<file path="src/rtl/param_sync_fifo.sv">
// param_sync_fifo: synchronous FIFO with occupancy, threshold and sticky error flags.
// Define PARAM_SYNC_FIFO_FWFT_EN for first-word-fall-through reads; default is one-cycle registered reads.
module param_sync_fifo #(
    parameter int WIDTH    = 32,
    parameter int DEPTH    = 8,
    parameter int AF_LEVEL = DEPTH - 1,
    parameter int AE_LEVEL = 1
) (
    input  logic                   clk,
    input  logic                   rst,
    input  logic                   clr,
    input  logic                   write,
    input  logic [WIDTH-1:0]       wrData,
    input  logic                   read,
    output logic [WIDTH-1:0]       rdData,
    output logic                   rd_valid,
    output logic                   full,
    output logic                   empty,
    output logic                   almost_full,
    output logic                   almost_empty,
    output logic [$clog2(DEPTH):0] count,
    output logic                   overflow,
    output logic                   underflow
);
    localparam int AW = $clog2(DEPTH);
    localparam int CW = AW + 1;

    logic [WIDTH-1:0] mem [DEPTH];
    logic [AW-1:0]    w_ptr, r_ptr;
    logic             rd_acc, wr_acc;
    logic [CW-1:0]    count_next;

    assign full         = count == CW'(DEPTH);
    assign empty        = count == '0;
    assign almost_full  = count >= CW'(AF_LEVEL);
    assign almost_empty = count <= CW'(AE_LEVEL);

    // a write into a full FIFO is allowed only when a read frees a slot in the same cycle
    always_comb begin
        rd_acc     = read && !empty;
        wr_acc     = write && (!full || rd_acc);
        count_next = (wr_acc && !rd_acc) ? count + CW'(1) :
                     (rd_acc && !wr_acc) ? count - CW'(1) : count;
    end

    // storage array, deliberately not reset
    always_ff @(posedge clk) begin
        if (wr_acc && !clr)
            mem[w_ptr] <= wrData;
    end

    // pointers wrap naturally at DEPTH because DEPTH is a power of two
    always_ff @(posedge clk or negedge rst) begin
        if (!rst) begin
            w_ptr     <= '0;
            r_ptr     <= '0;
            count     <= '0;
            overflow  <= 1'b0;
            underflow <= 1'b0;
        end else if (clr) begin
            w_ptr     <= '0;
            r_ptr     <= '0;
            count     <= '0;
            overflow  <= 1'b0;
            underflow <= 1'b0;
        end else begin
            if (wr_acc)
                w_ptr <= w_ptr + AW'(1);
            if (rd_acc)
                r_ptr <= r_ptr + AW'(1);
            count <= count_next;
            if (write && full && !read)
                overflow <= 1'b1;
            if (read && empty)
                underflow <= 1'b1;
        end
    end

`ifdef PARAM_SYNC_FIFO_FWFT_EN
    assign rdData   = mem[r_ptr];
    assign rd_valid = !empty;
`else
    // registered read port; rdData holds between accepted reads
    always_ff @(posedge clk or negedge rst) begin
        if (!rst) begin
            rdData   <= '0;
            rd_valid <= 1'b0;
        end else if (clr) begin
            rd_valid <= 1'b0;
        end else begin
            rd_valid <= rd_acc;
            if (rd_acc)
                rdData <= mem[r_ptr];
        end
    end
`endif

endmodule

</file>
<file path="config.mk">
export PLATFORM = sky130hd
export DESIGN_NAME = param_sync_fifo
export DESIGN_NICKNAME = d
export VERILOG_FILES = /design/src/rtl/param_sync_fifo.sv
export SDC_FILE = /design/constraint.sdc
export NUM_CORES = 1
export LEC_CHECK = 0
export ABC_AREA = 1
export CORE_UTILIZATION = 59
export CTS_CLUSTER_DIAMETER = 50
export DETAILED_ROUTE_END_ITERATION = 10
export PLACE_DENSITY = 0.91
export SETUP_SLACK_MARGIN = 0.05
export SLEW_MARGIN = 20
export SYNTH_ARGS = -nofsm -noshare
export SYNTH_HDL_FRONTEND = slang
export SYNTH_SLANG_ARGS = --single-unit
export TNS_END_PERCENT = 30
</file>
<file path="constraint.sdc">
create_clock -name clk -period 3.5 [get_ports clk]
set_input_delay 0.35 -clock clk [delete_from_list [all_inputs] [get_ports clk]]
set_output_delay 0.35 -clock clk [all_outputs]
set_load 0.02 [all_outputs]
</file>
==> impl_metrics.sql <==
INSERT INTO impl_metrics (metric_group, metric, value, unit) VALUES
('power_and_ir_drop', 'max-vdd-ir-drop', '0.607', 'mV'),
('worst_setup_path', 'critical_path.reg2reg.endpoint', 'mem[7][17]', ''),
('grt', 'gr-total-overflow', '0', ''),
('timing', 'timing_hold_violations_final', '0', ''),
('synthesis', 'synthesized_area_per_cell', '12.2', 'µm²'),
('synthesis', 'edff_count_synth', '256', ''),
('run_status', 'status', 'finished clean', ''),
('synthesis', 'synth-compound-area-share', '0.0964', ''),
('routing', 'route.vias.total', '8029', ''),
('timing', 'tightest_pin_transition', '851', 'ps'),
('cts', 'htreeDepth', '1', ''),
('timing', 'max_slew_violations', '0', ''),
('cts', 'post_cts_resize_count', '0', ''),
('grt', 'top_usage_layer', 'met2', ''),
('timing', 'finalClockSkew', '15.5', 'ps'),
('grt', 'grtUsageMet3', '0.0369', ''),
('synthesis', 'post_synth_xor_area_fraction', '0.00143', ''),
('cells_and_area', 'drive_above_1_share', '0.0795', ''),
('routing', 'ant_nets', '0', ''),
('routing', 'wirelength', '27.1', 'mm'),
('synthesis', 'syn-instance-count', '1008', ''),
('synthesis', 'yosysMostFrequentCell', 'sky130_fd_sc_hd__edfxtp_1', ''),
('synthesis', 'yosys_register_bits', '301', ''),
('power_and_ir_drop', 'power.leakage', '5.42', 'nW'),
('worst_setup_path', 'sequence_of_cells_on_the_critical_path', 'inv_1, ha_1, nand2_1, nor2_2, nand2_1, nand2_2, nor2_1, nand2_1, nor2_4, buf_4', ''),
('worst_setup_path', 'timing.critical_path.required', '3760', 'ps'),
('worst_setup_path', 'worstSetupEndpointType', 'flop', ''),
('synthesis', 'yosysSeqAreaShare', '0.719', ''),
('routing', 'drt_first_pass_iters', '6', ''),
('timing', 'period_minus_slack', '2990', 'ps'),
('cells_and_area', 'finish.instance_area', '0.0144', 'mm²'),
('floorplanning', 'floorplan.die.width', '146', 'µm'),
('synthesis', 'synth_adder_area_share', '0.00613', ''),
('synthesis', 'synth_top_family_by_area', 'simple AND/OR/NAND/NOR gates', ''),
('worst_setup_path', 'worst_r2r_path_depth', '10', ''),
('worst_setup_path', 'critical_path.startpoint_type', 'flop', ''),
('timing', 'finalSetupTns', '0', 'ps'),
('synthesis', 'yosys.area.top_type', 'sky130_fd_sc_hd__edfxtp_1', ''),
('synthesis', 'synthArstFlopShare', '0.150', ''),
('cells_and_area', 'layout.nets', '1126', ''),
('placement', 'place_congestion', '0.819', ''),
('synthesis', 'synth.cell_area', '0.0123', 'mm²'),
('worst_setup_path', 'critical-path-max-stage-delay', '590', 'ps'),
('synthesis', 'synth_simple_gate_area_frac', '0.107', ''),
('synthesis', 'synth_fp_nets', '1051', ''),
('power_and_ir_drop', 'power.total', '10.4', 'mW'),
('power_and_ir_drop', 'power_density', '724', 'mW/mm²'),
('grt', 'gr-usage-met1', '0.320', ''),
('timing', 'setup_violations', '0', ''),
('synthesis', 'synth_top_flop_cell', 'sky130_fd_sc_hd__edfxtp_1', ''),
('synthesis', 'yosysUniqueCellTypes', '29', ''),
('cells_and_area', 'synthToLayoutAreaGrowth', '17.5', '%'),
('flow_run', 'number_of_maximum_capacitance_constraint_violations', '0', ''),
('cts', 'cts_buffer_depth', '3', ''),
('timing', 'timing.hold.ws', '371', 'ps'),
('placement', 'place_area', '0.0133', 'mm²'),
('worst_setup_path', 'arrival', '3250', 'ps'),
('floorplanning', 'initial_cell_density_of_the_core', '0.604', ''),
('floorplanning', 'pin_count', '80', ''),
('cts', 'clk_pin_slew', '60', 'ps'),
('cts', 'sink_count', '301', ''),
('grt', 'met2_usage', '0.458', ''),
('timing', 'remaining_max_slew_budget_at_the_tightest_pin', '0.433', ''),
('worst_setup_path', 'regToRegStartpoint', 'count[0]', ''),
('routing', 'drc', '0', ''),
('cells_and_area', 'antenna_cells_inserted', '0', ''),
('synthesis', 'mux_share_of_post_synthesis_cell_area', '0', ''),
('worst_setup_path', 'slowest_stage', 'sky130_fd_sc_hd__nor2_4', ''),
('grt', 'grt_pass1_wl', '43.1', 'mm'),
('worst_setup_path', 'critical_path_peak_fanout', '18', ''),
('cts', 'cts_buf_count', '30', '');
worst max-delay path, delay by kind of cell (launching register included):
kind,cells,cell delay (ps)
flops,1,470
simple gates,7,1510
buf+inv,2,440
fa+ha+maj,1,250
layout by cell type, fill, tap and decap left out, drive strengths merged:
master           n
o211ai          64
clkinv          12
ha               6
inv            146
dlygate4sd3      1
bufinv           6
edfxtp         256
nor2            17
o21ai           68
xor2             2
nand4            3
nand2          172
buf             21
clkdlybuf4s50   78
a21oi           67
dfrtp           45
o21a             2
nand3b           1
clkbuf          36
nand3          103
a31oi            1
flip-flops by register name, indices dropped and copies added (netlist names):
name       count
mem          256
w_ptr          3
rd_valid       1
count          4
underflow      1
rdData        32
overflow       1
r_ptr          3
timing repair:
action                    in CTS  in global routing
buffers inserted               0                  0
hold endpoints to repair      29                  0
hold buffers                   1                  0
cell families (layout without fill, tap and decap cells):
family,after synthesis,count (layout)
AOI/OAI and AO/OA,202,202
xor gates and xnor gates,2,2
adders and majority gates,6,6
buffers and inverters,201,300
DFF,301,301
and+or+nand+nor,296,296
cell type report:
cell class	count	area (µm²)
timing repair buffer	100	996
inverter	144	541
clock inverter	20	255
fill	1303	5910
tap	270	338
clock buffer	36	795
sequential	301	8820
multi-input combinational	506	2650
per-layer routing:
| layer | up-vias | wire [µm] |
|---|---|---|
| met2 | 385 | 14200 |
| met5 | - | 0 |
| met3 | 87 | 1900 |
| li1 | 3669 | - |
| met1 | 3888 | 9880 |
| met4 | 0 | 1130 |
worst max path at each step:
stage	startpoint	endpoint	slack [ps]
final	count[0]	mem[7][17]	510
after global routing	count[0]	mem[7][17]	300
after CTS	count[0]	mem[7][17]	520
after detailed placement	count[0]	mem[7][17]	580
after global placement	read	mem[7][17]	680
after floorplan	count[0]	mem[1][0]	180
stage by stage:
stage | util | instances | setup WS, ps
floorplan | - | 1008 | 182
global placement | 0.657 | 1320 | 680
detailed placement | 0.657 | 1320 | 583
CTS | 0.709 | 1377 | 516
global route | 0.709 | 1377 | 301
finish | 0.709 | 1377 | 510
report_power, final:
part	internal (mW)	switching, mW	leakage (nW)
registers	4.17	0.339	2.88
clock network	2.06	1.33	0.514
logic	0.983	1.54	2.02
No activity file was read; power rests on OpenSTA's default activity.
